===== src/rtl/wave_rom_if.sv =====
// Channel-side fetch bus between the sample players and the wave ROM server.
interface wave_rom_if #(
    parameter int unsigned CHANS = 8,
    parameter int unsigned AW    = 17
);
    logic                  dl_busy;
    logic [CHANS-1:0]      req;
    logic [CHANS*AW-1:0]   req_addr;
    logic [CHANS-1:0]      ack;
    logic [7:0]            rsp_data;
    logic                  busy;

    modport master (
        output dl_busy, req, req_addr,
        input  ack, rsp_data, busy
    );

    modport slave (
        input  dl_busy, req, req_addr,
        output ack, rsp_data, busy
    );
endinterface


===== src/rtl/wave_rom_server.sv =====
// Round-robin arbiter serving per-channel byte fetches from the wave ROM read port,
// returning each byte with a one-cycle per-channel acknowledge.
module wave_rom_server #(
    parameter int unsigned CHANS   = 8,
    parameter int unsigned AW      = 17,
    parameter int unsigned ROM_LAT = 1
) (
    input  logic          i_clk_sys,
    input  logic          i_reset,
    wave_rom_if.slave     bus,
    output logic [AW-1:0] o_rom_addr,
    input  logic [7:0]    i_rom_q
);
    localparam int unsigned PW = (CHANS > 1) ? $clog2(CHANS) : 1;

    logic [PW-1:0]    r_rr;
    logic [CHANS-1:0] r_outst;
    logic [CHANS-1:0] r_ack;
    logic [7:0]       r_rsp;
    logic [AW-1:0]    r_rom_addr;
    logic             r_busy;
    logic [ROM_LAT:0] r_pv;
    logic [PW-1:0]    r_pt [ROM_LAT+1];

    logic [CHANS-1:0] w_elig;
    logic [AW-1:0]    w_addr [CHANS];
    logic             w_gnt;
    logic [PW-1:0]    w_g;
    logic [PW-1:0]    w_cand;
    logic [PW-1:0]    w_rr_nxt;
    logic [AW-1:0]    w_gaddr;
    logic [CHANS-1:0] w_gnt_oh;
    logic [CHANS-1:0] w_done_oh;
    logic [CHANS-1:0] w_outst_nxt;

    // A channel acked this cycle stays masked until the following cycle.
    assign w_elig = bus.req & ~r_outst & ~r_ack & {CHANS{~bus.dl_busy}};

    always_comb begin : addr_unpack
        for (int unsigned i = 0; i < CHANS; i++) begin
            w_addr[i] = bus.req_addr[i*AW +: AW];
        end
    end

    // Search from the rr pointer, wrapping explicitly modulo CHANS.
    always_comb begin : arbiter
        w_gnt  = 1'b0;
        w_g    = '0;
        w_cand = '0;
        for (int unsigned k = 0; k < CHANS; k++) begin
            w_cand = PW'((32'(r_rr) + k) % CHANS);
            if (!w_gnt && w_elig[w_cand]) begin
                w_gnt = 1'b1;
                w_g   = w_cand;
            end
        end
    end

    always_comb begin : next_values
        w_rr_nxt    = (w_g == PW'(CHANS - 1)) ? '0 : w_g + 1'b1;
        w_gaddr     = w_addr[w_g];
        w_gnt_oh    = w_gnt ? (CHANS'(1) << w_g) : '0;
        w_done_oh   = r_pv[ROM_LAT] ? (CHANS'(1) << r_pt[ROM_LAT]) : '0;
        w_outst_nxt = (r_outst & ~w_done_oh) | w_gnt_oh;
    end

    always_ff @(posedge i_clk_sys) begin
        if (i_reset) begin
            r_rr       <= '0;
            r_outst    <= '0;
            r_ack      <= '0;
            r_rsp      <= '0;
            r_rom_addr <= '0;
            r_busy     <= 1'b0;
            r_pv       <= '0;
            for (int unsigned k = 0; k <= ROM_LAT; k++) begin
                r_pt[k] <= '0;
            end
        end else begin
            r_outst <= w_outst_nxt;
            r_busy  <= |w_outst_nxt;
            r_ack   <= w_done_oh;
            if (r_pv[ROM_LAT]) begin
                r_rsp <= i_rom_q;
            end
            if (w_gnt) begin
                r_rr       <= w_rr_nxt;
                r_rom_addr <= w_gaddr;
            end
            // Tag pipeline tracks the fetch from address issue to ROM data.
            r_pv    <= {r_pv[ROM_LAT-1:0], w_gnt};
            r_pt[0] <= w_g;
            for (int unsigned k = 1; k <= ROM_LAT; k++) begin
                r_pt[k] <= r_pt[k-1];
            end
        end
    end

    assign bus.ack      = r_ack;
    assign bus.rsp_data = r_rsp;
    assign bus.busy     = r_busy;
    assign o_rom_addr   = r_rom_addr;
endmodule


===== src/flat_wrapper.sv =====
// flat-port wrapper written by rule: the top's interface ports become plain ports
module wave_rom_server_flat 
#(
    parameter int unsigned CHANS   = 8,
    parameter int unsigned AW      = 17,
    parameter int unsigned ROM_LAT = 1
)
  (i_clk_sys, i_reset, o_rom_addr, i_rom_q, bus_dl_busy, bus_req, bus_req_addr, bus_ack, bus_rsp_data, bus_busy);
  wave_rom_if #(.CHANS(CHANS), .AW(AW)) bus_i ();
  input  logic i_clk_sys;
  input  logic i_reset;
  output logic [AW-1:0] o_rom_addr;
  input  logic [7:0] i_rom_q;
  input wire logic [$bits(bus_i.dl_busy)-1:0] bus_dl_busy;
  input wire logic [$bits(bus_i.req)-1:0] bus_req;
  input wire logic [$bits(bus_i.req_addr)-1:0] bus_req_addr;
  output wire logic [$bits(bus_i.ack)-1:0] bus_ack;
  output wire logic [$bits(bus_i.rsp_data)-1:0] bus_rsp_data;
  output wire logic [$bits(bus_i.busy)-1:0] bus_busy;
  assign bus_i.dl_busy = bus_dl_busy;
  assign bus_i.req = bus_req;
  assign bus_i.req_addr = bus_req_addr;
  assign bus_ack = bus_i.ack;
  assign bus_rsp_data = bus_i.rsp_data;
  assign bus_busy = bus_i.busy;
  wave_rom_server #(.CHANS(CHANS), .AW(AW), .ROM_LAT(ROM_LAT)) u_core (.i_clk_sys(i_clk_sys), .i_reset(i_reset), .bus(bus_i), .o_rom_addr(o_rom_addr), .i_rom_q(i_rom_q));
endmodule

===== config.mk =====
export PLATFORM = sky130hd
export DESIGN_NAME = wave_rom_server_flat
export DESIGN_NICKNAME = d
export VERILOG_FILES = /design/src/rtl/wave_rom_if.sv /design/src/rtl/wave_rom_server.sv /design/src/flat_wrapper.sv
export SDC_FILE = /design/constraint.sdc
export NUM_CORES = 1
export LEC_CHECK = 0
export BUFFER_PORTS_ARGS = -buffer_cell sky130_fd_sc_hd__buf_2
export CAP_MARGIN = 5
export CELL_PAD_IN_SITES_DETAIL_PLACEMENT = 0
export CELL_PAD_IN_SITES_GLOBAL_PLACEMENT = 2
export CORE_MARGIN = 2
export CORE_UTILIZATION = 28
export CTS_CLUSTER_SIZE = 28
export DETAILED_ROUTE_END_ITERATION = 8
export PLACE_DENSITY_LB_ADDON = 0.12
export SLEW_MARGIN = 15
export SYNTH_ARGS = -nofsm -noshare
export SYNTH_HDL_FRONTEND = slang
export SYNTH_SLANG_ARGS = --single-unit

===== constraint.sdc =====
create_clock -name i_clk_sys -period 5.4 [get_ports i_clk_sys]
set_input_delay 0.54 -clock i_clk_sys [delete_from_list [all_inputs] [get_ports i_clk_sys]]
set_output_delay 0.54 -clock i_clk_sys [all_outputs]
set_load 0.1 [all_outputs]

==> results of run 1 <==
==> cells in the final DEF, fill, tap and decap left out, types with 12 or more instances in the layout <==
| cell | count |
|---|---|
| mux2_2 | 23 |
| o211ai_1 | 30 |
| buf_4 | 14 |
| nor2b_1 | 13 |
| nor2_1 | 46 |
| buf_2 | 188 |
| dfxtp_1 | 53 |
| o21ai_0 | 28 |
| a21oi_1 | 21 |
| mux2i_1 | 54 |
| a22oi_1 | 12 |
| nand3_1 | 58 |
| nand2_1 | 40 |
==> stage by stage <==
step	setup WS (ns)	utilization	area, um^2	hold WS, ns
detailed placement	0.959	0.347	6010	0.424
CTS	0.946	0.356	6160	0.441
global placement	0.865	0.347	6010	0.419
global route	0.542	0.356	6160	0.466
floorplan	1.43	-	4940	0.414
finish	0.985	0.356	6160	0.441
==> cell usage after synthesis (3+ instances only) <==
library cell / instances / area [um^2]
and3_1: 5 / 31.3
o31ai_1: 8 / 60.1
mux2_2: 23 / 259
a21boi_0: 7 / 52.6
nand4_1: 5 / 31.3
mux4_2: 6 / 135
nor3_1: 4 / 20.0
nand3_1: 58 / 290
o2111ai_1: 4 / 35.0
mux2i_1: 54 / 541
nand2_1: 40 / 150
o31a_1: 3 / 26.3
buf_1: 6 / 22.5
ha_1: 3 / 37.5
a21oi_1: 21 / 105
o211ai_1: 30 / 225
or4b_1: 4 / 40.0
or3_1: 3 / 18.8
inv_2: 3 / 11.3
nor3b_1: 3 / 22.5
and2_1: 3 / 18.8
inv_1: 11 / 41.3
a21o_1: 4 / 30.0
nor2_1: 47 / 176
o21ai_0: 28 / 140
nor2b_1: 13 / 81.3
a31oi_1: 10 / 62.6
a22o_1: 4 / 35.0
a2111oi_0: 3 / 26.3
buf_2: 15 / 75.1
clkbuf_1: 22 / 82.6
nand2b_1: 5 / 31.3
dfxtp_1: 53 / 1060
mux2_1: 5 / 56.3
a22oi_1: 12 / 90.1
a32oi_1: 9 / 78.8
a221oi_1: 3 / 26.3
nor4b_4: 6 / 143
o21ai_1: 7 / 35.0
o22ai_1: 11 / 68.8
buf_6: 3 / 33.8
==> sequential cells by signal, summed over array words and instances, names as in the netlist <==
signal	count
u_core.bus.busy	1
u_core.r_outst	8
u_core.o_rom_addr	17
u_core.r_rr	3
u_core.r_pv	2
u_core.bus.ack	8
u_core.bus.rsp_data	8
u_core.r_pt	6
==> metal layers <==
layer	up-vias	part of all wire	GRT usage
li1	2640	-	-
met1	2541	0.44	0.264
met2	162	0.49	0.336
met3	17	0.059	0.0463
met4	2	0.0088	0.0349
met5	-	0.00058	0
==> path summary, 6_finish.rpt <==
check,startpoint,endpoint,slack (ns),depth (start not counted)
min,u_core.r_pv[0]$_SDFF_PP0_,u_core.r_pv[1]$_SDFF_PP0_,0.44,1
max reg2reg,u_core.r_rr[0]$_SDFFE_PP0P_,u_core.o_rom_addr[3]$_SDFFE_PP0P_,0.98,13
min reg2reg,u_core.r_pv[0]$_SDFF_PP0_,u_core.r_pv[1]$_SDFF_PP0_,0.44,1
max,u_core.r_rr[0]$_SDFFE_PP0P_,u_core.o_rom_addr[3]$_SDFFE_PP0P_,0.98,13
==> worst max-delay path: stages (launching register included) <==
cell      delay [ns]
dfxtp_1         0.32
inv_2           0.36
ha_1            0.53
and2_1          0.32
a22o_1          0.25
nor2_1          0.28
o21ai_0         0.31
a211oi_1        0.32
a221oi_1        0.12
o32a_2          0.41
inv_2           0.25
o211ai_1        0.20
o31ai_1         0.46
o22ai_1         0.13
==> cell type report <==
type	instances	area (um^2)	share of cell area
multi-input combinational	488	3560	0.578
sequential	53	1060	0.172
timing repair buffer	202	1050	0.170
tap	225	282	0.0457
clock buffer	5	125	0.0203
inverter	16	60.1	0.00974
clock inverter	3	25.0	0.00406
antenna	2	5.00	0.000812
==> cell families (layout without fill, tap and decap cells) <==
group                      after synthesis  in the layout  synth area share
and+or+nand+nor                        207            207             0.236
AOI/OAI and AO/OA                      185            185             0.265
muxes                                   89             89             0.203
buffers and inverters                   65            226            0.0656
DFF                                     53             53             0.215
xor gates and xnor gates                 4              4           0.00710
adders and majority gates                3              3           0.00760
other                                    0              2                 0
==> implementation parameters, run 1 <==
Parameter                              Value

Global route
  Global-route wire length before repair ... around 29,000 um
  Antenna violations before repair ... 3
  Pin count of the biggest net entering global routing ... 52
  Total global-route track usage ... 0.200
  Aggregate global routing overflow ... 0
  Via count of the first global-routing pass ... 5,423

Logic synthesis
  Register area share after synthesis ... 0.215
  Synth Net Count ... ~760
  Avg Inst Size Synth ... 8.15 um^2
  Predominant post-synthesis flop cell ... dfxtp_1
  Number of enable-type register cells in the synthesized netlist ... 0
  Share of flip-flops with an asynchronous set or reset ... 0
  Post-synthesis cell area ... 4940 um^2
  Number of unique standard cell types used by synthesis ... 72
  Yosys warnings ... 0
  Total of flip-flops plus latches after synthesis ... 53
  Synthesized instance count ... 606

Detailed routing
  Drt pass-1 iters ... 5
  DRC marker count from the first detailed-route iteration ... between 300 and 400
  Post-route DRC violation count ... 0
  Total Routed Length ... 19,000 um
  Residual antenna-violating net count after detailed routing ... 0
  Average detailed-routed wire length per instance ... 19.2 um
  Total via count after detailed routing ... 5,362
  Detailed-route vias per instance ... 5.39

Place
  Final RePlAce weighted congestion ... slightly below 0.9
  HPWL after DPL ... 15,000 um
  Number of cells after detailed placement ... 984
  Number of buffers added on ports ... 188

Clock network
  Clock-pin slew reported for the worst setup and hold paths after clock tree synthesis ... roughly 0.07 ns
  Worst-skew pair later-pin latency ... 0.29 ns
  CTS Buffer Depth ... 2
  Setup bufs post-CTS ... 0
  Hold Buf Count CTS ... 0
  Clock tree from TritonCTS ... built
  Cts bufs inserted ... 5
  Cell at the root of the clock tree ... clkbuf_16
  H-tree levels ... 2
  Sinks on the clock net ... 53
  Quantity of gates resized following cts ... 0

Critical path
  Worst Path Max Fanout ... 19
  Critical path endpoint category ... register
  Critical path type ... reg2reg
  Arrival @ worst endpoint ... between 4 and 5 ns
  Worst Path Required ... 5.54 ns
  Worst setup SP type ... register

Final layout
  Layout filler cell count ... ~1,900
  Number of nets in the layout ... 924
  Layout overhead on the synthesized area ... 24.9%
  Fraction of final layout cells sized beyond drive strength 1 ... 0.344
  Final instance count without filler cells ... 994

Timing
  Tightest Pin Transition ... 1.07 ns
  Setup repair after global routing missed its margin ... no
  TNS Setup ... 0 ns
  Post-route minimum period ... 4.42 ns
  Slew margin rel. ... 0.288
  Max Clk Rate ... 0.226 GHz
  Clock skew after layout ... 0.00649 ns
  Finish-stage setup viols ... 0
  Final-report max-slew violation count ... 0
  Endpoints failing hold ... 0
  Crit share post-route ... 0.818

Floorplan
  Core ar. ... 17,300 um^2
  Ports placed on the boundary ... 189
  Effective utilization at floorplan ... 0.285
  Die footprint ... 18,700 um^2
  Horizontal die dimension ... 137 um
  Die Span Y ... 137 um
  Std-Cell Rows ... 48

Min path
  Hold crit path type ... reg2reg

Flow run
  Number of max-capacitance violations reported ... 0

Status
  Status ... finished clean
Power of run 1 is left out: the tool's default activity adds up to more than one toggle a clock period on the data nets, which glitch-free logic cannot reach.
==> run 2: changes to the inputs <==
CORE_UTILIZATION = 25   (was 28)
clock period = 3.68 ns   (was 5.4 ns; I/O delays follow)
==> run 2 against run 1 <==
  * Worst setup slack worse by 0.79 ns
  * Final area increased by 8.2%
  * Die area is 12% higher
  * Critical path depth down 1
  * Clock skew decreased by 0.0015 ns
  * Register-to-register slack worse by 0.79 ns
  * Critical endpoint is now u_core.o_rom_addr[12]$_SDFFE_PP0P_
==> implementation parameters, run 2 (same netlist as run 1, synthesis figures left out) <==
Parameter                              Value

Status
  Status ... finished clean

Timing
  TNS Setup ... 0 ns (unchanged)
  Tightest Pin Transition ... 0.714 ns (-0.352 ns)
  Final-report max-slew violation count ... 0 (unchanged)
  Max Clk Rate ... 0.287 GHz (+27%)
  Clock skew after layout ... 0.00501 ns (-0.00148 ns)
  Endpoints failing hold ... 0 (unchanged)
  Hold Slack ... 0.310 ns (-0.131 ns)
  Crit share post-route ... 0.948 (+0.130)
  Slew margin rel. ... 0.522 (+0.234)
  Finish-stage setup viols ... 0 (unchanged)
  Post-route minimum period ... 3.49 ns (-0.927 ns)

Clock network
  CTS Buffer Depth ... 2 (unchanged)
  Clock-pin slew reported for the worst setup and hold paths after clock tree synthesis ... 0.07 ns (about the same)
  H-tree levels ... 2 (unchanged)
  Hold Buf Count CTS ... 0 (unchanged)
  Cts bufs inserted ... 5 (unchanged)
  Worst-skew pair later-pin latency ... 0.29 ns (about the same)
  Sinks on the clock net ... 53 (unchanged)
  Clock tree from TritonCTS ... built
  Cell at the root of the clock tree ... clkbuf_16

Detailed routing
  Residual antenna-violating net count after detailed routing ... 0 (unchanged)
  Average detailed-routed wire length per instance ... 18.3 um (-4.7%)
  Post-route DRC violation count ... 0 (unchanged)
  Total Routed Length ... 19,600 um (+2.8%)
  DRC marker count from the first detailed-route iteration ... 331 (+1.2%)
  Drt pass-1 iters ... 5 (unchanged)
  Detailed-route vias per instance ... 5.14 (-4.6%)
  Total via count after detailed routing ... 5,515 (+2.9%)

Floorplan
  Die Span Y ... 145 um (+5.7%)
  Core ar. ... 19,400 um^2 (+12%)
  Ports placed on the boundary ... 189 (unchanged)
  Effective utilization at floorplan ... 0.255 (-0.0309)
  Std-Cell Rows ... 51 (+6.3%)
  Horizontal die dimension ... 145 um (+5.7%)
  Die footprint ... 20,900 um^2 (+12%)

Global route
  Via count of the first global-routing pass ... 5,168 (-4.7%)
  Global-route wire length before repair ... 28,800 um (-2.2%)
  Total global-route track usage ... 0.177 (-0.0230)
  Pin count of the biggest net entering global routing ... 42 (-19%)
  Antenna violations before repair ... 2 (-1)
  Aggregate global routing overflow ... 0 (unchanged)

Final layout
  Layout filler cell count ... 2,120 (+13%)
  Final Cell Area ... 6670 um^2 (+8.2%)
  Flip-flop count of the largest register after layout ... 17 (unchanged)
  Fraction of final layout cells sized beyond drive strength 1 ... 0.406 (+0.0615)
  Commonest non-fill, non-tap cells in the layout ... buf_2 (188), nand3_1 (58), mux2i_1 (54)
  Most frequent standard cell in the layout excluding fill and tap cells ... buf_2
  Utilization of the core after routing ... 0.344 (-0.0126)
  Area taken by multi-input logic gates ... 3670 um^2 (+3.2%)
  Layout overhead on the synthesized area ... 35.1%
  FF+latch area ... 1070 um^2 (+0.94%)
  Number of nets in the layout ... 963 (+4.2%)

Critical path
  R2R cell count ... 12 (-1)
  Critical path endpoint category ... register
  CP startpoint ... u_core.r_rr[0]$_SDFFE_PP0P_
  Critical path type ... reg2reg
  Worst setup SP type ... register
  Worst Path Required ... 3.85 ns (-1.69 ns)
  Reg2reg setup slack ... 0.19 ns (-0.79 ns)
  Termination of the worst setup path ... u_core.o_rom_addr[12]$_SDFFE_PP0P_
  Arrival @ worst endpoint ... 3.65 ns (-0.91 ns)
  End of the worst register-to-register path ... u_core.o_rom_addr[12]$_SDFFE_PP0P_
  Worst Path Max Fanout ... 9 (-10)
  Reg-to-Reg Start ... u_core.r_rr[0]$_SDFFE_PP0P_

Place
  Number of buffers added on ports ... 188 (unchanged)
  Final RePlAce weighted congestion ... 0.827 (-4.7%)
  Instance area after placement ... 6410 um^2 (+6.7%)
  HPWL after DPL ... 15,400 um (+2.8%)

Flow run
  Number of max-capacitance violations reported ... 0 (unchanged)

Min path
  Hold crit path type ... in2reg
==> run 2: worst min-delay path by stage <==
stage	startpoint	to	slack [ns]	cells past startpoint
floorplan	u_core.r_pt[0][0]$_SDFF_PP0_	u_core.r_pt[0][3]$_SDFF_PP0_	0.41	1
detailed placement	u_core.r_pv[0]$_SDFF_PP0_	u_core.r_pv[1]$_SDFF_PP0_	0.42	1
global placement	u_core.r_pt[0][1]$_SDFF_PP0_	u_core.r_pt[0][4]$_SDFF_PP0_	0.42	1
finish	i_rom_q[0]	u_core.bus.rsp_data[0]$_SDFFE_PP0P_	0.31	3
global route	i_rom_q[0]	u_core.bus.rsp_data[0]$_SDFFE_PP0P_	0.30	3
CTS	i_rom_q[5]	u_core.bus.rsp_data[5]$_SDFFE_PP0P_	0.30	3
==> run 2: cell type report <==
type                    instances  share of cell area
well taps                     265              0.0497
flip-flops and latches         53               0.161
clock inverters                 3             0.00375
repair buffers                239               0.207
clock buffers                   5              0.0188
diodes                          1            0.000375
inverters                      16             0.00957
multi-input cells             490               0.551
==> run 2: timing repair <==
item                       4_1_cts  5_1_grt
buffers inserted                 0        1
gates resized for setup          0       18
setup endpoints to repair        0       21
==> run 2: metal layers <==
metal	vias to the layer above	share of wire	global-route usage
li1	2731	-	-
met5	-	0.00066	0
met3	17	0.054	0.0361
met1	2600	0.45	0.243
met2	165	0.48	0.291
met4	2	0.0090	0.0271
==> run 2: metrics by stage <==
| stage | std cells | setup WS, ns |
|---|---|---|
| finish | 1072 | 0.191 |
| global route | 1072 | -0.00458 |
| CTS | 1068 | 0.0361 |
| detailed placement | 1060 | -0.110 |
| global placement | 1060 | -0.0943 |
| floorplan | 606 | 0.0163 |
==> run 2: worst max-delay path, stage by stage (launching register included) <==
cell,delay [ns]
dfxtp_1,0.37
inv_4,0.07
ha_4,0.32
buf_4,0.17
mux2i_1,0.10
mux4_2,0.50
a32o_1,0.32
and2_4,0.19
a211o_4,0.40
nand2_8,0.16
mux2_2,0.35
o211ai_1,0.25
o211ai_1,0.13
Power of run 2 is left out for the same reason.
